$ cat src/rtl/hazard_scoreboard_if.sv
// Issue-side bundle between ID-stage decode and the hazard scoreboard.
// master drives the decoded instruction and flush; slave returns stall,
// forwarding selects and the stall-cycle counter.
interface hazard_scoreboard_if #(
    parameter int AW    = 5,
    parameter int DEPTH = 3,
    parameter int CW    = 16
);
    localparam int SW = $clog2(DEPTH + 1);

    logic          IssueValid;
    logic [AW-1:0] IssueRs;
    logic [AW-1:0] IssueRt;
    logic          UsesRs;
    logic          UsesRt;
    logic          IssueWrites;
    logic [AW-1:0] IssueDest;
    logic          IssueIsLoad;
    logic          Flush;
    logic          Stall;
    logic [SW-1:0] FwdSelA;
    logic [SW-1:0] FwdSelB;
    logic [CW-1:0] StallCount;

    modport master (
        output IssueValid, IssueRs, IssueRt, UsesRs, UsesRt,
               IssueWrites, IssueDest, IssueIsLoad, Flush,
        input  Stall, FwdSelA, FwdSelB, StallCount
    );

    modport slave (
        input  IssueValid, IssueRs, IssueRt, UsesRs, UsesRt,
               IssueWrites, IssueDest, IssueIsLoad, Flush,
        output Stall, FwdSelA, FwdSelB, StallCount
    );
endinterface

$ cat src/rtl/hazard_scoreboard.sv
// Data-hazard scoreboard for the pipelined MIPS core. Tracks the register
// writers in flight for DEPTH stages after ID and resolves each ID-stage
// source to a forwarding select or a stall. Taken branches squash the
// youngest writers; stall cycles are counted with saturation.
module hazard_scoreboard #(
    parameter int AW       = 5,
    parameter int DEPTH    = 3,
    parameter int ALU_LAT  = 0,
    parameter int LOAD_LAT = 1,
    parameter int FORWARD  = 1,
    parameter int FLUSH_N  = 1,
    parameter int CW       = 16
) (
    input logic                Clk,
    input logic                Reset,
    hazard_scoreboard_if.slave bus
);
    localparam int SW = $clog2(DEPTH + 1);

    typedef struct packed {
        logic          valid;
        logic [AW-1:0] dest;
        logic          isLoad;
    } EntryT;

    // entries[0] is the instruction now in EX, entries[DEPTH-1] the oldest.
    EntryT         entries [DEPTH];
    logic [CW-1:0] stallCount;

    logic          hitA, hitB;
    logic          fwdOkA, fwdOkB;
    logic [SW-1:0] idxA, idxB;
    logic          blocked;
    logic          active;
    logic          stallNow;

    // Youngest matching writer per source, and whether its value is ready yet.
    always_comb begin
        // NOTE: every comb output gets a default before the loop so no path
        // leaves it unassigned; otherwise a latch would be inferred.
        hitA   = 1'b0;
        hitB   = 1'b0;
        fwdOkA = 1'b0;
        fwdOkB = 1'b0;
        idxA   = '0;
        idxB   = '0;
        // Walk oldest to youngest so the lowest matching index is the one kept.
        for (int i = DEPTH - 1; i >= 0; i--) begin
            if (entries[i].valid && bus.UsesRs && bus.IssueRs != '0 &&
                entries[i].dest == bus.IssueRs) begin
                hitA   = 1'b1;
                idxA   = SW'(i);
                fwdOkA = i >= (entries[i].isLoad ? LOAD_LAT : ALU_LAT);
            end
            if (entries[i].valid && bus.UsesRt && bus.IssueRt != '0 &&
                entries[i].dest == bus.IssueRt) begin
                hitB   = 1'b1;
                idxB   = SW'(i);
                fwdOkB = i >= (entries[i].isLoad ? LOAD_LAT : ALU_LAT);
            end
        end
    end

    // Stall decision: stall-only mode blocks on any match, otherwise only on
    // a value that is not yet forwardable. A flushed or empty slot never stalls.
    always_comb begin
        if (FORWARD != 0) begin
            blocked = (hitA && !fwdOkA) || (hitB && !fwdOkB);
        end else begin
            blocked = hitA || hitB;
        end
        active   = bus.IssueValid && !bus.Flush;
        stallNow = active && blocked;
    end

    assign bus.Stall      = stallNow;
    assign bus.FwdSelA    = (FORWARD != 0 && active && !blocked && hitA) ? idxA + SW'(1) : '0;
    assign bus.FwdSelB    = (FORWARD != 0 && active && !blocked && hitB) ? idxB + SW'(1) : '0;
    assign bus.StallCount = stallCount;

    // Advance the writer pipeline, squash flushed entries, count stall cycles.
    always_ff @(posedge Clk or negedge Reset) begin
        if (!Reset) begin
            // NOTE: the tracker is a handful of flops, not a RAM, so every entry
            // is reset; only the valid bits matter but clearing all is free.
            for (int i = 0; i < DEPTH; i++) begin
                entries[i] <= '0;
            end
            stallCount <= '0;
        end else begin
            // NOTE: non-blocking updates let every entry read its neighbour's
            // pre-edge value, which is what makes this a shift register.
            for (int i = DEPTH - 1; i > 0; i--) begin
                entries[i] <= '{
                    valid:  entries[i-1].valid && !(bus.Flush && (i - 1) < FLUSH_N),
                    dest:   entries[i-1].dest,
                    isLoad: entries[i-1].isLoad
                };
            end
            entries[0] <= '{
                valid:  bus.IssueValid && bus.IssueWrites && bus.IssueDest != '0 &&
                        !stallNow && !bus.Flush,
                dest:   bus.IssueDest,
                isLoad: bus.IssueIsLoad
            };
            if (stallNow && stallCount != '1) begin
                stallCount <= stallCount + CW'(1);
            end
        end
    end
endmodule

$ cat src/flat_wrapper.sv
// flat-port wrapper written by rule: the top's interface ports become plain ports
module hazard_scoreboard_flat 
#(
    parameter int AW       = 5,
    parameter int DEPTH    = 3,
    parameter int ALU_LAT  = 0,
    parameter int LOAD_LAT = 1,
    parameter int FORWARD  = 1,
    parameter int FLUSH_N  = 1,
    parameter int CW       = 16
)
  (Clk, Reset, bus_IssueValid, bus_IssueRs, bus_IssueRt, bus_UsesRs, bus_UsesRt, bus_IssueWrites, bus_IssueDest, bus_IssueIsLoad, bus_Flush, bus_Stall, bus_FwdSelA, bus_FwdSelB, bus_StallCount);
  hazard_scoreboard_if #(.AW(AW), .DEPTH(DEPTH), .CW(CW)) bus_i ();
  input logic Clk;
  input logic Reset;
  input wire logic [$bits(bus_i.IssueValid)-1:0] bus_IssueValid;
  input wire logic [$bits(bus_i.IssueRs)-1:0] bus_IssueRs;
  input wire logic [$bits(bus_i.IssueRt)-1:0] bus_IssueRt;
  input wire logic [$bits(bus_i.UsesRs)-1:0] bus_UsesRs;
  input wire logic [$bits(bus_i.UsesRt)-1:0] bus_UsesRt;
  input wire logic [$bits(bus_i.IssueWrites)-1:0] bus_IssueWrites;
  input wire logic [$bits(bus_i.IssueDest)-1:0] bus_IssueDest;
  input wire logic [$bits(bus_i.IssueIsLoad)-1:0] bus_IssueIsLoad;
  input wire logic [$bits(bus_i.Flush)-1:0] bus_Flush;
  output wire logic [$bits(bus_i.Stall)-1:0] bus_Stall;
  output wire logic [$bits(bus_i.FwdSelA)-1:0] bus_FwdSelA;
  output wire logic [$bits(bus_i.FwdSelB)-1:0] bus_FwdSelB;
  output wire logic [$bits(bus_i.StallCount)-1:0] bus_StallCount;
  assign bus_i.IssueValid = bus_IssueValid;
  assign bus_i.IssueRs = bus_IssueRs;
  assign bus_i.IssueRt = bus_IssueRt;
  assign bus_i.UsesRs = bus_UsesRs;
  assign bus_i.UsesRt = bus_UsesRt;
  assign bus_i.IssueWrites = bus_IssueWrites;
  assign bus_i.IssueDest = bus_IssueDest;
  assign bus_i.IssueIsLoad = bus_IssueIsLoad;
  assign bus_i.Flush = bus_Flush;
  assign bus_Stall = bus_i.Stall;
  assign bus_FwdSelA = bus_i.FwdSelA;
  assign bus_FwdSelB = bus_i.FwdSelB;
  assign bus_StallCount = bus_i.StallCount;
  hazard_scoreboard #(.AW(AW), .DEPTH(DEPTH), .ALU_LAT(ALU_LAT), .LOAD_LAT(LOAD_LAT), .FORWARD(FORWARD), .FLUSH_N(FLUSH_N), .CW(CW)) u_core (.Clk(Clk), .Reset(Reset), .bus(bus_i));
endmodule
$ cat config.mk
export PLATFORM = sky130hd
export DESIGN_NAME = hazard_scoreboard_flat
export DESIGN_NICKNAME = d
export VERILOG_FILES = /design/src/rtl/hazard_scoreboard_if.sv /design/src/rtl/hazard_scoreboard.sv /design/src/flat_wrapper.sv
export SDC_FILE = /design/constraint.sdc
export NUM_CORES = 1
export LEC_CHECK = 0
export CORE_ASPECT_RATIO = 1.5
export CORE_UTILIZATION = 52
export CTS_CLUSTER_SIZE = 8
export DETAILED_ROUTE_END_ITERATION = 10
export PLACE_DENSITY_LB_ADDON = 0.25
export REMOVE_ABC_BUFFERS = 1
export SYNTH_ARGS = -nofsm -noshare
export SYNTH_HDL_FRONTEND = slang
export SYNTH_SLANG_ARGS = --single-unit
$ cat constraint.sdc
create_clock -name Clk -period 3.96 [get_ports Clk]
set_clock_uncertainty 0.15 [all_clocks]
set_input_delay 0.792 -clock Clk [delete_from_list [all_inputs] [get_ports Clk]]
set_output_delay 0.792 -clock Clk [all_outputs]
set_load 0.03 [all_outputs]
==> results of run 1 <==
per-stage QoR:
stage	cell area (sq um)	hold WS (ns)	setup slack, ns
2_1_floorplan	1718	0.2231	0.4526
3_3_place_gp	2283	0.2387	0.1830
3_5_place_dp	2283	0.2608	0.1479
4_1_cts	2384	0.2715	0.1329
5_1_grt	2384	0.2878	0.009087
6_report	2384	0.2666	0.1200
power groups by stage:
| stage | Combinational, uW | Sequential, uW | Clock [uW] |
|---|---|---|---|
| 2_1_floorplan | 32.1 | 383 | 0 |
| 3_3_place_gp | 85.1 | 383 | 0 |
| 4_1_cts | 87.0 | 377 | 291 |
| 5_1_grt | 92.2 | 378 | 302 |
| 6_report | 85.8 | 377 | 280 |
| 3_5_place_dp | 86.5 | 384 | 0 |
sequential cells by signal, indices dropped and copies added, names as in the netlist:
name,flops
u_core.bus.StallCount,16
u_core.entries,19
cells by family after synthesis:
group	synth area share [%]
flip-flops	50.65
XOR/XNOR	22.79
AND/OR/NAND/NOR	19.61
buffers and inverters	1.085
AO/OA/AOI/OAI	4.487
multiplexers	0.6512
adder cells (fa/ha/maj)	0.7235
per-layer routing:
| layer | global-route usage, % | vias to the layer above | routed length [microns] |
|---|---|---|---|
| li1 | - | 646 | - |
| met1 | 24.03 | 641 | 1495 |
| met2 | 46.27 | 43 | 2038 |
| met3 | 6.042 | 16 | 174 |
| met4 | 17.65 | 0 | 178 |
| met5 | 0 | - | 0 |
final cells by class:
cell class | count | share of cell area, %
timing repair buffer | 56 | 21.63
clock buffer | 8 | 4.199
sequential | 35 | 36.75
multi-input combinational | 111 | 35.01
tap | 40 | 2.100
inverter | 2 | 0.3150
final timing paths:
| path | start | end | slack [ns] | cells after the start |
|---|---|---|---|---|
| worst max register to register | u_core.entries[19] | u_core.bus.StallCount[1] | 1.43 | 8 |
| worst min-delay path | u_core.entries[13] | u_core.entries[6] | 0.27 | 0 |
| worst max-delay path | bus_IssueRs[0] | bus_FwdSelB[0] | 0.12 | 8 |
| worst min register to register | u_core.entries[13] | u_core.entries[6] | 0.27 | 0 |
| min in group asynchronous | Reset | u_core.entries[5] | 0.76 | 2 |
| max in group asynchronous | Reset | u_core.entries[20] | 2.59 | 2 |
worst reg2reg max path, stage by stage, from the launching register on:
cell	delay, ns
dfrtp_1	0.42
xor2_1	0.16
nor4_1	0.51
nand4b_2	0.19
buf_4	0.19
a21oi_4	0.14
buf_4	0.22
nand2_1	0.12
mux2_1	0.32
placed cells by master, fill, tap and decap left out, types with 2 or more instances in the layout:
cell / count
clkdlybuf4s50_1: 38
dfrtp_1: 35
xnor2_1: 29
buf_4: 18
xor2_1: 16
nand4_1: 9
nand3_1: 8
clkbuf_8: 7
nand2_1: 6
and3_1: 6
o21ai_0: 5
nor2_1: 5
and4_1: 4
or4_1: 3
nor4_1: 3
o21ai_2: 2
nor3_1: 2
inv_1: 2
a21oi_1: 2
==> results.py, run 1 <==
metrics = {
    "setup_path": {
        "critPathMaxStageDelay_ns": 0.55,
        "worstPathCellList": "clkdlybuf4s50_1, or4_1, o21ai_2, nand4b_2, nand2_2, a211o_1, a21oi_1, buf_4",
        "worst_ep_required_time_ns": 3.02,
        "worst-path-buf-inv": 2,
        "cp_max_fo": 5,
        "worst_setup_path_start_kind": "input pin",
        "critPathCaptureType": "output port",
        "slowest_stage": "or4_1",
        "path_class": "in -> out",
        "cp_top_family": "simple AND/OR/NAND/NOR gates",
        "critPathArrivalTime_ns": 2.90,
    },
    "logic_synthesis": {
        "synthCells": 150,
        "netlist_area_sq_um": 1729,
        "synth_area_leaders": "dfrtp_1, xnor2_1, xor2_1, nand4_1, nand3_1",
        "syn_area_per_cell_sq_um": 11.53,
        "synth_cell_type_count": 29,
        "yosysTopAreaCellShare_pct": 50.65,
        "ys_ff_latch": 35,
        "seq_area_frac_synth_pct": 50.65,
        "synth_most_common_cell": "dfrtp_1",
        "synth_edf_count": 0,
        "synth_common_cells": "dfrtp_1, xnor2_1, xor2_1, nand4_1, nand3_1",
        "synth_top_cell_by_area": "dfrtp_1",
        "synthFlopType": "dfrtp_1",
        "yosysWarnings": 0,
        "synth-async-reset-ratio_pct": 100.0,
    },
    "power": {
        "leakage_uw": 0.001047,
        "pwr-share-clk_pct": 37.7,
        "combPwrFrac_pct": 11.6,
        "ir_drop_mv": 0.2891,
        "totalPowerFinal_uw": 742.9,
        "intPower_uw": 573.2,
        "switchingPower_uw": 169.7,
        "switching_share_pct": 22.84,
        "p_seq_share_pct": 50.8,
        "power_density_nw_per_um2": 311.7,
    },
    "sta": {
        "fin_crit_sh_pct": 96.97,
        "hold_violations": 0,
        "setup_tns_ns": 0,
        "finalMaxSlewViolations": 0,
        "period_minus_slack_ns": 3.840,
        "max_freq_mhz": 260.4,
        "slew_headroom_pct": 63.14,
        "setup_viol": 0,
        "rsz0062_at_grt": "no",
        "worst_pin_slew_ns": 0.5478,
    },
    "floorplan": {
        "ioPinCount": 44,
        "num_rows": 25,
        "core-area_sq_um": 3159,
        "die_h_microns": 72.63,
        "die_area_sq_um": 3565,
        "dieWidth_microns": 49.09,
        "initial_utilization_pct": 54.73,
    },
    "clock_network": {
        "cts_buffers": 5,
        "ctsHtreeMaxLevel": 2,
        "cts_tree": "done",
        "cts.sinks": 35,
        "clkLatencyLatePin_ns": 0.28,
        "clock-root-buffer": "clkbuf_8",
        "cts_resized": 0,
        "max-clock-path-buffers": 2,
        "cts.clk_slew.worst_paths_ns": 0.07,
        "cts_hold_buf": 0,
        "cts_setup_buffers": 0,
    },
    "status": {
        "status": "completed",
    },
    "placement": {
        "routabilityCongestion": 0.8817,
        "hpwl_mm": 3.013,
        "dp.cells": 244,
        "io_buffers": 43,
    },
    "drt": {
        "ant_nets": 0,
        "viasPerCell": 5.341,
        "wire_per_inst_microns": 15.42,
        "vias": 1346,
        "first_pass_iters": 4,
        "finalWirelength_mm": 3.887,
        "drt_iter0_drc": 33,
        "route.detailed.drc": 0,
    },
    "run": {
        "cap_viol_max_count": 0,
    },
    "finish": {
        "drive_above_1_share_pct": 15.09,
        "final_nets": 235,
        "final_cell_count_no_fill": 252,
        "n_fill_cell": 227,
        "multiInputGateArea_sq_um": 834.6,
        "n_antenna_cell": 0,
        "seq_area_sq_um": 875.8,
        "fin_util_pct": 75.45,
        "area_growth_pct": 37.84,
    },
    "global_route": {
        "antenna_found_initial": 0,
        "grt_pass1_wl_mm": 6.389,
        "grt_use_total_pct": 25.12,
        "grt_pass1_vias": 1435,
        "grt_max_degree": 36,
        "overflow": 0,
    },
    "min_path": {
        "hold_class": "reg -> reg",
    },
}
No activity file was read; power rests on OpenSTA's default activity.
==> inputs of run 2 (changes only) <==
--- a/config.mk
+++ b/config.mk
@@ -5,6 +5,7 @@
 export SDC_FILE = /design/constraint.sdc
 export NUM_CORES = 1
 export LEC_CHECK = 0
+export ABC_AREA = 0
 export CORE_ASPECT_RATIO = 1.5
 export CORE_UTILIZATION = 52
 export CTS_CLUSTER_SIZE = 8
==> constraint.sdc (replaced) <==
create_clock -name Clk -period 3.96 [get_ports Clk]
set_clock_uncertainty 0.15 [all_clocks]
set_input_delay 0.792 -clock Clk [delete_from_list [all_inputs] [get_ports Clk]]
set_output_delay 0.792 -clock Clk [all_outputs]
set_load 0.1 [all_outputs]
==> results.py, run 2 (same netlist as run 1, synthesis figures left out) <==
metrics = {
    "drt": {
        "route.detailed.drc": 0,
        "wire_per_inst_microns": 16.50,
        "drt_iter0_drc": 29,
        "first_pass_iters": 4,
        "finalWirelength_mm": 4.175,
        "vias": 1405,
        "ant_nets": 0,
        "viasPerCell": 5.553,
    },
    "finish": {
        "final_nets": 236,
        "final_common_cell": "clkdlybuf4s50_1",
        "final_cell_mix": "clkdlybuf4s50_1, dfrtp_1, xnor2_1",
        "area_growth_pct": 42.33,
        "drive_above_1_share_pct": 16.43,
        "n_fill_cell": 205,
        "fin_area_sq_um": 2461,
        "final_cell_count_no_fill": 253,
        "largest_register_ffs": 19,
        "regMostFlops": "u_core.entries",
        "fin_util_pct": 77.90,
        "n_antenna_cell": 0,
    },
    "sta": {
        "finalMaxSlewViolations": 0,
        "worst_pin_slew_ns": 0.9810,
        "rsz0062_at_grt": "yes",
        "max_freq_mhz": 254.5,
        "worst_hold_slack_ns": 0.2698,
        "hold_violations": 0,
        "setup_viol": 0,
        "period_minus_slack_ns": 3.930,
        "fin_crit_sh_pct": 99.24,
        "slew_headroom_pct": 34.40,
    },
    "clock_network": {
        "cts_buffers": 5,
        "cts_setup_buffers": 0,
        "cts.clk_slew.worst_paths_ns": 0.07,
        "cts_resized": 0,
        "clock-root-buffer": "clkbuf_8",
        "clkLatencyLatePin_ns": 0.29,
        "cts_hold_buf": 0,
        "cts.sinks": 35,
        "cts_tree": "done",
        "ctsHtreeMaxLevel": 2,
        "max-clock-path-buffers": 2,
    },
    "placement": {
        "routabilityCongestion": 0.9398,
        "dp.cells": 245,
        "io_buffers": 43,
        "hpwl_mm": 3.116,
        "placed_area_sq_um": 2354,
    },
    "floorplan": {
        "dieWidth_microns": 49.09,
        "die_h_microns": 72.63,
        "initial_utilization_pct": 54.73,
        "num_rows": 25,
        "core-area_sq_um": 3159,
        "die_area_sq_um": 3565,
        "ioPinCount": 44,
    },
    "run": {
        "cap_viol_max_count": 0,
    },
    "setup_path": {
        "worst-path-buf-inv": 2,
        "critPathCaptureType": "output port",
        "path_class": "in -> out",
        "cp_max_fo": 5,
        "critPathMaxStageDelay_ns": 0.55,
        "worst_ep_required_time_ns": 3.02,
        "slowest_stage": "or4_1",
        "worst_setup_path_start_kind": "input pin",
        "cp_top_family": "simple AND/OR/NAND/NOR gates",
        "worstPathCellList": "clkdlybuf4s50_1, or4_1, o21ai_2, nand4b_4, nand2_2, a211o_1, nor2_1, buf_12",
        "critPathArrivalTime_ns": 2.99,
    },
    "global_route": {
        "grt_pass1_wl_mm": 6.672,
        "antenna_found_initial": 0,
        "grt_max_degree": 36,
        "grt_pass1_vias": 1522,
        "busiest_layer": "met2",
        "met1_usage_pct": 27.20,
        "grt_use_total_pct": 26.19,
        "grtUsageMet3_pct": 5.833,
        "grtUsageMet2_pct": 45.81,
        "overflow": 0,
    },
    "power": {
        "ir_drop_mv": 0.3094,
        "leakage_uw": 0.001064,
        "power_density_nw_per_um2": 304.9,
        "totalPowerFinal_uw": 750.4,
    },
    "status": {
        "status": "completed",
    },
    "min_path": {
        "hold_class": "reg -> reg",
    },
}
## run 2: final timing paths
check / start / endpoint / slack [ns] / depth (start not counted)
min in group asynchronous: Reset / u_core.entries[5] / 0.76 / 2
worst min-delay path: u_core.entries[13] / u_core.entries[6] / 0.27 / 0
worst max-delay path: bus_IssueRt[1] / bus_FwdSelB[1] / 0.03 / 8
max in group asynchronous: Reset / u_core.bus.StallCount[5] / 2.59 / 2
worst min register to register: u_core.entries[13] / u_core.entries[6] / 0.27 / 0
worst max register to register: u_core.entries[17] / u_core.bus.StallCount[1] / 1.42 / 8
## run 2: metrics by stage
| stage | setup slack [ns] | TNS (ns) |
|---|---|---|
| detailed placement | 0.06849 | 0 |
| floorplan | -0.5304 | -1.720 |
| finish | 0.03024 | 0 |
| global placement | 0.1263 | 0 |
| global route | -0.06502 | -0.1699 |
| CTS | 0.04820 | 0 |
## run 2: report_power, final
part | switching [uW] | internal [uW]
clock network | 126 | 158
registers | 9.92 | 367
logic | 41.5 | 47.6
## run 2: cell type report
class	instances	area [sq um]	area share [%]
Sequential cell	35	875.8	35.59
Multi-Input combinational cell	111	838.3	34.06
Timing Repair Buffer	57	585.6	23.79
Clock buffer	7	96.34	3.915
Tap cell	40	50.05	2.034
Clock inverter	1	7.507	0.3050
Inverter	2	7.507	0.3050
## run 2: worst reg2reg max path: cells and delay by family, from the launching register on
kind	cells	cell delay, ns
AND/OR/NAND/NOR	3	0.77
multiplexers	1	0.33
flip-flops	1	0.42
buffers and inverters	2	0.42
XOR/XNOR	1	0.17
AO/OA/AOI/OAI	1	0.18
## run 2: per-layer routing
| metal | share of wire, % | wire (microns) |
|---|---|---|
| met5 | 0 | 0 |
| met4 | 4.5 | 187 |
| met3 | 4.3 | 179 |
| met2 | 53 | 2205 |
| met1 | 38 | 1603 |
==> inputs of run 3 (changes only) <==
--- a/config.mk
+++ b/config.mk
@@ -8,9 +8,11 @@
 export ABC_AREA = 0
 export CORE_ASPECT_RATIO = 1.5
 export CORE_UTILIZATION = 52
+export CTS_CLUSTER_DIAMETER = 30
 export CTS_CLUSTER_SIZE = 8
 export DETAILED_ROUTE_END_ITERATION = 10
 export PLACE_DENSITY_LB_ADDON = 0.25
+export RECOVER_POWER = 100
 export REMOVE_ABC_BUFFERS = 1
 export SYNTH_ARGS = -nofsm -noshare
 export SYNTH_HDL_FRONTEND = slang
==> results.py, run 3 (same netlist as run 1, synthesis figures left out) <==
metrics = {
    "placement": {
        "place_ws_ns": 0.06849,
        "placed_area_sq_um": 2354,
        "hpwl_mm": 3.116,
        "routabilityCongestion": 0.9398,
        "io_buffers": 43,
    },
    "sta": {
        "period_minus_slack_ns": 3.939,
        "fin_crit_sh_pct": 99.48,
        "setup_tns_ns": 0,
        "worst_pin_slew_ns": 1.778,
        "fin_ws_ns": 0.02075,
        "rsz0062_at_grt": "yes",
        "slew_headroom_pct": -18.53,
        "setup_viol": 0,
        "hold_violations": 0,
        "finalMaxSlewViolations": 36,
        "max_freq_mhz": 253.9,
        "worst_hold_slack_ns": 0.2689,
    },
    "finish": {
        "fin_util_pct": 77.03,
        "final_nets": 236,
        "regMostFlops": "u_core.entries",
        "final_cell_mix": "dfrtp_1, xnor2_1, dlygate4sd3_1",
        "drive_above_1_share_pct": 15.02,
        "final_common_cell": "dfrtp_1",
        "largest_register_ffs": 19,
        "n_antenna_cell": 0,
        "area_growth_pct": 40.74,
        "fin_area_sq_um": 2434,
    },
    "power": {
        "p_seq_share_pct": 50.4,
        "combPwrFrac_pct": 11.6,
        "switchingPower_uw": 177.0,
        "intPower_uw": 570.5,
        "leakage_uw": 0.001113,
        "pwr-share-clk_pct": 38.0,
        "ir_drop_mv": 0.3032,
        "power_density_nw_per_um2": 307.1,
        "switching_share_pct": 23.67,
    },
    "setup_path": {
        "critPathCaptureType": "output port",
        "worst_ep_required_time_ns": 3.02,
        "path_class": "in -> out",
        "critPathArrivalTime_ns": 3.00,
        "r2r_setup_slack_ns": 0.88,
        "rr_worst_depth": 8,
        "worst_r2r_endpoint": "u_core.bus.StallCount[1]",
        "timing.rr.start": "u_core.entries[17]",
        "cp_max_fo": 5,
        "worst_setup_path_start_kind": "input pin",
    },
    "clock_network": {
        "cts_buffers": 5,
        "clkLatencyLatePin_ns": 0.29,
        "cts.sinks": 35,
        "cts_setup_buffers": 0,
        "clock-root-buffer": "clkbuf_8",
        "max-clock-path-buffers": 2,
        "cts.clk_slew.worst_paths_ns": 0.07,
        "cts_tree": "done",
        "ctsHtreeMaxLevel": 2,
    },
    "floorplan": {
        "die_h_microns": 72.63,
        "num_rows": 25,
        "initial_utilization_pct": 54.73,
        "dieWidth_microns": 49.09,
        "die_area_sq_um": 3565,
        "core-area_sq_um": 3159,
        "ioPinCount": 44,
    },
    "run": {
        "cap_viol_max_count": 1,
    },
    "global_route": {
        "grt_pass1_wl_mm": 6.672,
        "grt_pass1_vias": 1522,
        "grt_use_total_pct": 26.19,
        "grt_max_degree": 36,
        "antenna_found_initial": 0,
        "overflow": 0,
    },
    "drt": {
        "vias": 1404,
        "first_pass_iters": 4,
        "viasPerCell": 5.549,
        "wire_per_inst_microns": 16.21,
        "ant_nets": 0,
        "route.detailed.drc": 0,
        "drt_iter0_drc": 45,
        "finalWirelength_mm": 4.102,
    },
    "min_path": {
        "hold_class": "reg -> reg",
        "hold_depth": 0,
        "min_from": "u_core.entries[13]",
        "hold_end": "u_core.entries[6]",
    },
    "status": {
        "status": "finished with violations",
        "violations": "capacitance limit, slew limit",
    },
}
## run 3: cell count changes in the layout (fill, tap and decap cells not counted)
| cell | delta |
|---|---|
| buf_12 | -1 |
| dlygate4sd3_1 | +24 |
| a21oi_4 | -1 |
| buf_4 | -2 |
| clkdlybuf4s50_1 | -24 |
| buf_6 | +1 |
| a21oi_1 | +1 |
| clkbuf_1 | +2 |
## run 3: how the worst max path moves through the flow
stage                               from              to
after floorplan           bus_IssueRs[0]  bus_FwdSelA[0]
after CTS                 bus_IssueRt[1]  bus_FwdSelA[0]
after global placement    bus_IssueRt[1]  bus_FwdSelA[0]
final                     bus_IssueRt[1]  bus_FwdSelB[1]
after detailed placement  bus_IssueRt[1]  bus_FwdSelA[0]
after global routing      bus_IssueRt[1]  bus_FwdSelB[1]
## run 3: repair_timing
item / in CTS / in global routing
endpoints found under the hold margin: 0 / 0
setup endpoints to repair: 0 / 4
resized for setup: 0 / 1
hold buffers: 0 / 0
## run 3: critical path: stages
cell and delay, ns:
clkdlybuf4s50_1 0.43, or4_1 0.55, o21ai_2 0.17, nand4b_4 0.16
nand2_2 0.06, a211o_1 0.37, nor2_1 0.26, buf_12 0.21
## run 3: area by class of cell
class                           instances  area, sq um
Sequential cell                        35        875.8
Multi-Input combinational cell        111        827.0
Fill cell                             208        725.7
Timing Repair Buffer                   57        569.3
Clock buffer                            7        96.34
Tap cell                               40        50.05
Clock inverter                          1        7.507
Inverter                                2        7.507
## run 3: layer usage
| metal | up-vias | global-route usage, % | part of all wire, % |
|---|---|---|---|
| met5 | - | 0 | 0 |
| met4 | 0 | 19.28 | 5.1 |
| met3 | 18 | 5.833 | 4.4 |
| met2 | 53 | 45.81 | 53 |
| met1 | 677 | 27.20 | 38 |
| li1 | 656 | - | - |
## run 3: through the flow
stage | std cells | total power [uW]
final | 253 | 747.5
after global routing | 253 | 777.5
after CTS | 253 | 757.2
after detailed placement | 245 | 472.5
after global placement | 245 | 469.7
after floorplan | 148 | 417.4
## run 3: power groups by stage
stage                     logic, uW  registers [uW]  clock network [uW]
after detailed placement       88.7             384                   0
after floorplan                32.4             385                   0
after CTS                      89.4             377                 291
after global routing           94.0             378                 306
final                          86.6             377                 284
after global placement         86.6             383                   0
